[config.mk]
export PLATFORM = sky130hd
export DESIGN_NAME = div_unit
export DESIGN_NICKNAME = d
export VERILOG_FILES = /design/src/rtl/div_unit.sv
export SDC_FILE = /design/constraint.sdc
export NUM_CORES = 1
export LEC_CHECK = 0
export CAP_MARGIN = 25
export CORE_MARGIN = 2
export CORE_UTILIZATION = 45
export DETAILED_ROUTE_END_ITERATION = 12
export MAX_ROUTING_LAYER = met4
export PLACE_DENSITY = 0.65
export SLEW_MARGIN = 20
export SYNTH_ARGS = -nofsm -noshare
export SYNTH_HDL_FRONTEND = slang
export SYNTH_SLANG_ARGS = --single-unit
[constraint.sdc]
create_clock -name clk -period 12.38 [get_ports clk]
set_input_delay 2.476 -clock clk [delete_from_list [all_inputs] [get_ports clk]]
set_output_delay 2.476 -clock clk [all_outputs]
set_load 0.02 [all_outputs]
[src/rtl/div_unit.sv]
// Multi-cycle 32-bit restoring divider for EX with stall-request handshake.
// Optional DIV_ZERO_FAST_EN: divide-by-zero bypasses the loop and returns zero.
module div_unit (
  input  logic        clk,
  input  logic        rst,
  input  logic [5:0]  stall,
  input  logic        div_start,
  input  logic        signed_div,
  input  logic [31:0] dividend,
  input  logic [31:0] divisor,
  input  logic        annul,
  output logic [63:0] result,
  output logic        ready,
  output logic        stallreq_for_ex
);

  typedef enum logic [1:0] {IDLE, BUSY, DONE} state_e;

  state_e      state_q, state_d;
  logic        signed_q, signed_d;
  logic        dvdNeg_q, dvdNeg_d;
  logic        dvsNeg_q, dvsNeg_d;
  logic [31:0] quot_q, quot_d;
  logic [31:0] rem_q, rem_d;
  logic [31:0] dvs_q, dvs_d;
  logic [5:0]  cnt_q, cnt_d;
  logic [63:0] result_q, result_d;

  logic        stallReq;
  logic [32:0] partialRem;
  logic [32:0] trialSub;
  logic [31:0] quotNext;
  logic [31:0] remNext;
  logic [31:0] quotFix;
  logic [31:0] remFix;
  logic        unusedStall;

  // Only the MEM freeze bit matters here: it decides whether a result can leave EX.
  assign unusedStall = ^{stall[5], stall[3:0]};

  always_ff @(posedge clk or posedge rst) begin
    if (rst) begin
      state_q  <= IDLE;
      signed_q <= 1'b0;
      dvdNeg_q <= 1'b0;
      dvsNeg_q <= 1'b0;
      quot_q   <= 32'h0;
      rem_q    <= 32'h0;
      dvs_q    <= 32'h0;
      cnt_q    <= 6'd0;
      result_q <= 64'h0;
    end else begin
      state_q  <= state_d;
      signed_q <= signed_d;
      dvdNeg_q <= dvdNeg_d;
      dvsNeg_q <= dvsNeg_d;
      quot_q   <= quot_d;
      rem_q    <= rem_d;
      dvs_q    <= dvs_d;
      cnt_q    <= cnt_d;
      result_q <= result_d;
    end
  end

  // The dividend magnitude shifts out of quot_q MSB-first while quotient bits shift in.
  always_comb begin
    partialRem = {rem_q, quot_q[31]};
    trialSub   = partialRem - {1'b0, dvs_q};
    if (trialSub[32]) begin
      quotNext = {quot_q[30:0], 1'b0};
      remNext  = partialRem[31:0];
    end else begin
      quotNext = {quot_q[30:0], 1'b1};
      remNext  = trialSub[31:0];
    end
    quotFix = (signed_q && (dvdNeg_q ^ dvsNeg_q)) ? (32'h0 - quotNext) : quotNext;
    remFix  = (signed_q && dvdNeg_q) ? (32'h0 - remNext) : remNext;
  end

  always_comb begin
    state_d  = state_q;
    signed_d = signed_q;
    dvdNeg_d = dvdNeg_q;
    dvsNeg_d = dvsNeg_q;
    quot_d   = quot_q;
    rem_d    = rem_q;
    dvs_d    = dvs_q;
    cnt_d    = cnt_q;
    result_d = result_q;
    stallReq = 1'b0;

    case (state_q)
      IDLE: begin
        if (div_start && !annul) begin
          stallReq = 1'b1;
          signed_d = signed_div;
          dvdNeg_d = signed_div & dividend[31];
          dvsNeg_d = signed_div & divisor[31];
          quot_d   = (signed_div && dividend[31]) ? (32'h0 - dividend) : dividend;
          dvs_d    = (signed_div && divisor[31]) ? (32'h0 - divisor) : divisor;
          rem_d    = 32'h0;
          cnt_d    = 6'd0;
`ifdef DIV_ZERO_FAST_EN
          if (divisor == 32'h0) begin
            state_d  = DONE;
            result_d = 64'h0;
          end else begin
            state_d = BUSY;
          end
`else
          state_d = BUSY;
`endif
        end
      end
      BUSY: begin
        stallReq = 1'b1;
        quot_d   = quotNext;
        rem_d    = remNext;
        cnt_d    = cnt_q + 6'd1;
        if (cnt_q == 6'd31) begin
          state_d  = DONE;
          result_d = {remFix, quotFix};
        end
      end
      DONE: begin
        if (!stall[4]) state_d = IDLE;
      end
      default: state_d = IDLE;
    endcase

    // A flush abandons whatever is in flight and never publishes a result.
    if (annul) begin
      state_d  = IDLE;
      result_d = result_q;
      stallReq = 1'b0;
    end
  end

  assign result          = result_q;
  assign ready           = (state_q == DONE);
  assign stallreq_for_ex = stallReq & ~rst;

endmodule
==> flow_summary.ini, run 1 <==
[status]
status = finished, final reports clean

[cells_and_area]
nNetsFinal = 1742
most-common-layout-cells = o21ai_0 (204), nand2_1 (177), dfrtp_1 (171)
drive_above_1_share_pct = 6.39
area_growth_pct = 17.4
diodes = 0
fin_area_um2 = 14800
final_common_cell = o21ai_0

[logic_synthesis]
synth_area_per_cell_um2 = 8.16
syn-num-nets = 1658
ys.flop_type = dfrtp_1
synth_area_um2 = 12600
async_reset_ff_share_pct = 100
yosysWarnings = 0
ys_ff_latch = 171
synth.distinct_cells = 93
seq_area_frac_synth_pct = 34.0
synth_cells = 1545
synth_edf_count = 0

[sta]
min_period_over_period_pct = 54.0
worst_slew_pin_slew_ps = 909
finalWorstSetupSlack_ps = 5690
whs_ps = 477
fmax_mhz = 150
finalHoldViolations = 0
final.setup.tns_ps = 0
setup_viol = 0
relSlewSlack_pct = 37.8
maxSlewViolCount = 0
rsz0062_at_grt = false
skew_ps = 19.8
fin_crit_ps = 6690

[setup_path]
cp_top_family = simple AND/OR/NAND/NOR gates
r2r_start = quot_q[31]
reg2reg_to = result[62]
cp_slowest_cell = a2111oi_2
start_kind = flop
worstPathArrival_ps = 7030
crit_type = flop to flop
critical_path.max_stage_delay_ps = 450
critical_path.max_fanout = 41
critPathCaptureType = flop
required_ps = 12720
worstRegToRegCells = 24
path_cells = inv_1, ha_1, fa_1, and2b_1, o2111ai_2, and4_4, o31a_4, o2111ai_2, a21oi_2, buf_4, nor2_2, buf_4, inv_2, buf_4, a21oi_1, ha_1, nand3_1, or3_1, or3_1, nor3_1, nand4_1, a2111oi_2, mux2i_1, nand2_1
worst-path-buf-inv = 5
rrSetupSlack_ps = 5690
path_common_cell = buf_4

[clock_tree]
htree_levels = 4
clk_path_buf_depth = 2
cts_tree = built
clock-sinks = 171
postCtsSetupBuffers = 0
clockRootBuffer = clkbuf_16
clk_pin_slew_worst_paths_ps = 90
cts_resized = 0
clk_latency_ps = 460
hold_buffers = 0
numCtsBuffers = 17

[routing]
via_per_inst = 5.92
drc = 0
detail_route.first_pass.iterations = 7
wire_per_inst_um = 18.8
drtIter0Drc = 1235
vias = 12000
detail-route-antenna-nets = 0
drt_wl_total_mm = 38.0

[global_routing]
antenna_found_initial = 0
grt_usage_pct = 27.1
first_global_vias = 10900
grt-ovfl-total = 0
grt_max_degree = 118
grt_pass1_wl_mm = 60.6

[pwr]
total_power_w = 0.00353
p_leak_nw = 6.08
powerDensity_nw_per_um2 = 239
vdd_ir_drop_max_mv = 0.123

[worst_hold_path]
holdCritPathClass = flop to flop
hold_end = result[53]
holdPathStages = 2
hp-start = result[53]

[die]
core_um2 = 27700
die_x_um = 171
die-area_um2 = 29400
rows = 61
io_pins = 141
die_y_um = 171
start_util_pct = 45.5

[placed_design]
globalplace.congestion = 0.954
place_area_um2 = 14200
port_buffers = 135
dp_hpwl_mm = 28.1
place_ws_ps = 5760

[flow_run]
max-cap-violations = 0
==> power by group <==
group          switching [W]  internal (W)
combinational        0.00137      0.000776
sequential          0.000171      0.000673
clock               0.000269      0.000270
total                0.00181       0.00172
==> sequential cells by signal (all words and copies together), names as in the netlist <==
signal    count
cnt_q         6
dvdNeg_q      1
dvsNeg_q      1
dvs_q        32
quot_q       32
rem_q        32
result       64
signed_q      1
state_q       2
==> metrics by stage <==
stage	util, %	instances
global placement	51.1	1986
global route	53.4	2020
finish	53.4	2020
floorplan	-	1545
detailed placement	51.1	1986
CTS	53.2	2018
==> Yosys cell counts, types with 11 or more instances <==
library cell	instances	area, um^2
a21o_1	11	82.6
a21oi_1	88	440
a22oi_1	32	240
and2_1	16	100
and3_1	11	68.8
buf_2	14	70.1
clkbuf_1	55	206
dfrtp_1	171	4280
ha_1	37	463
inv_1	57	214
mux2i_1	25	250
nand2_1	177	664
nand3_1	66	330
nand4_1	13	81.3
nor2_1	106	398
nor3_1	49	245
nor4_1	22	138
o21ai_0	204	1020
o21ai_1	13	65.1
o31ai_1	15	113
or3_1	21	131
xnor2_1	74	648
xor2_1	61	534
==> cell type report <==
class | instances | area [um^2]
Fill cell | 2631 | 12900
Multi-Input combinational cell | 1229 | 7720
Sequential cell | 171 | 4280
Timing Repair Buffer | 152 | 1520
Tap cell | 378 | 473
Clock buffer | 18 | 429
Inverter | 58 | 223
Clock inverter | 14 | 149
==> kinds of logic after synthesis <==
| logic type | Yosys count | share of synthesized area, % |
|---|---|---|
| xor gates and xnor gates | 135 | 9.38 |
| AOI/OAI and AO/OA | 480 | 24.3 |
| muxes | 29 | 2.34 |
| DFF | 171 | 34.0 |
| buffers and inverters | 145 | 4.93 |
| and+or+nand+nor | 547 | 21.2 |
| adders and majority gates | 38 | 3.83 |
==> routing by layer <==
metal	wire length (um)	vias to the layer above	global-route usage (%)
met5	0	-	-
met4	496	0	5.93
met3	2580	39	3.41
met2	16200	463	39.0
met1	18700	5689	40.6
li1	-	5775	-
==> worst max path at each step <==
stage,startpoint,end,cells after the start
global route,quot_q[31],result[62],24
finish,quot_q[31],result[62],24
floorplan,rst,cnt_q[0],1
global placement,quot_q[31],result[62],24
detailed placement,quot_q[31],result[62],24
CTS,quot_q[31],result[62],24
==> tightest hold or removal path: stages, from the launching register on <==
cell and delay, ps:
dfrtp_1 340, nand2_1 50, o21ai_0 60
Note: power is estimated with default switching activity, not from simulation.
==> run 2, diff against run 1 <==
- PLACE_DENSITY: 0.65 -> 0.68
- clock period: 12.38 -> 5.8 ns (I/O delays scaled with it)
==> flow_summary.ini, run 2 (synthesis gave the netlist of run 1 again) <==
[status]
status = finished, final reports clean

[global_routing]
grt_max_degree = 89
grt-ovfl-total = 0
grt_usage_pct = 26.9
first_global_vias = 11200
antenna_found_initial = 1
grt_pass1_wl_mm = 60.5

[sta]
relSlewSlack_pct = 35.0
finalWorstSetupSlack_ps = 299
maxSlewViolCount = 0
rsz0062_at_grt = true
setup_viol = 0
min_period_over_period_pct = 94.8
fin_crit_ps = 5500
skew_ps = 8.96
worst_slew_pin_slew_ps = 950
fmax_mhz = 182
finalHoldViolations = 0
final.setup.tns_ps = 0

[die]
rows = 61
core_um2 = 27700
die_y_um = 171
die_x_um = 171
start_util_pct = 45.5
io_pins = 141
die-area_um2 = 29400

[setup_path]
timing.critical_path.from = quot_q[31]
critical_path.max_stage_delay_ps = 440
rrSetupSlack_ps = 300
path_cells = inv_1, ha_1, fa_1, and2b_1, o2111ai_2, and4_4, o31a_4, o2111a_4, nor3_4, nor2_2, inv_2, nor2_1, a21oi_1, ha_2, nand3_2, or3_1, or3_1, nor3_4, nand4_1, a2111oi_4, mux2i_1, nand2_1
critPathCapture = result[62]
start_kind = flop
reg2reg_to = result[62]
cp_slowest_cell = a2111oi_4
crit_type = flop to flop
critical_path.max_fanout = 10
r2r_start = quot_q[31]
critPathCaptureType = flop
worstPathArrival_ps = 5830
required_ps = 6130
worstRegToRegCells = 22

[routing]
vias = 12100
drc = 0
via_per_inst = 5.96
wire_per_inst_um = 18.7
detail-route-antenna-nets = 0
detail_route.first_pass.iterations = 5
drtIter0Drc = 1378
drt_wl_total_mm = 37.9

[worst_hold_path]
holdCritPathClass = flop to flop
holdPathStages = 2
hp-start = result[50]

[cells_and_area]
largest_reg_flops = 64
final_common_cell = o21ai_0
nFillCells = 2573
most-common-layout-cells = o21ai_0 (204), nand2_1 (177), dfrtp_1 (171)
nNetsFinal = 1750
fin_area_um2 = 14900
drive_above_1_share_pct = 7.16
area_growth_pct = 17.9
postLayoutCoreUtil_pct = 53.6

[clock_tree]
clockRootBuffer = clkbuf_16
clk_latency_ps = 440
numCtsBuffers = 17
clock-sinks = 171
postCtsSetupBuffers = 0
clk_path_buf_depth = 2
cts_tree = built
htree_levels = 4
clk_pin_slew_worst_paths_ps = 70

[placed_design]
place_ws_ps = 131
globalplace.congestion = 0.995
dp_hpwl_mm = 28.5
port_buffers = 135
place_area_um2 = 14200

[pwr]
vdd_ir_drop_max_mv = 0.342
p_leak_nw = 6.10
powerDensity_nw_per_um2 = 513

[flow_run]
max-cap-violations = 0
## run 2: cell count changes in the layout (fill, tap and decap cells not counted), moves of 2 or more
| cell | change |
|---|---|
| nor3_1 | -2 |
| buf_4 | +11 |
| inv_6 | +2 |
| buf_16 | -2 |
| clkinv_4 | -2 |
## run 2: report_power, final
group | internal (W) | leakage [nW] | switching [W]
clock | 0.000575 | 0.280 | 0.000571
combinational | 0.00172 | 3.71 | 0.00297
sequential | 0.00144 | 2.11 | 0.000348
total | 0.00373 | 6.10 | 0.00389
## run 2: metal layers
layer  GRT usage (%)  vias to the layer above  share of wire, %
met4            7.07                        0               1.8
met5               -                        -                 0
met2            38.8                      507                43
met1            39.7                     5751                47
li1                -                     5775                 -
met3            3.61                       52               8.0
## run 2: cell type report
type                            count  area, um^2  share of cell area [%]
Antenna cell                        1        2.50                  0.0168
Clock inverter                     14         149                    1.00
Multi-Input combinational cell   1229        7760                    52.3
Inverter                           58         223                    1.50
Timing Repair Buffer              160        1540                    10.4
Sequential cell                   171        4280                    28.8
Tap cell                          378         473                    3.18
Clock buffer                       17         425                    2.86
## run 2: critical path: cells and delay by family (launching register included)
family                     cells  cell delay [ps]
AOI/OAI and AO/OA              5             1340
DFF                            1              420
buffers and inverters          2              230
adders and majority gates      3              900
muxes                          1              220
and+or+nand+nor               11             2280
## run 2: per-stage QoR
stage               instances  power (W)  hold WS [ps]
finish                   2028    0.00762           478
global route             2028    0.00816           498
CTS                      2027    0.00750           486
detailed placement       1996    0.00633           470
global placement         1996    0.00625           460
floorplan                1545    0.00512           448
## run 2: worst min path at each step
stage                 end
2_1_floorplan    cnt_q[5]
6_report       result[50]
3_5_place_dp   result[50]
3_3_place_gp   result[50]
4_1_cts        result[50]
5_1_grt         dvs_q[17]
## run 2: what timing repair did
item | 4_1_cts | 5_1_grt
setup endpoints to repair | 0 | 4
hold buffers | 0 | 0
gates resized for setup | 0 | 6
==> run 3, diff against run 2 <==
- SKIP_LAST_GASP: default -> 1
==> results of run 3 <==
Same layout as run 2: the final DEF is identical, and so are final timing and power.
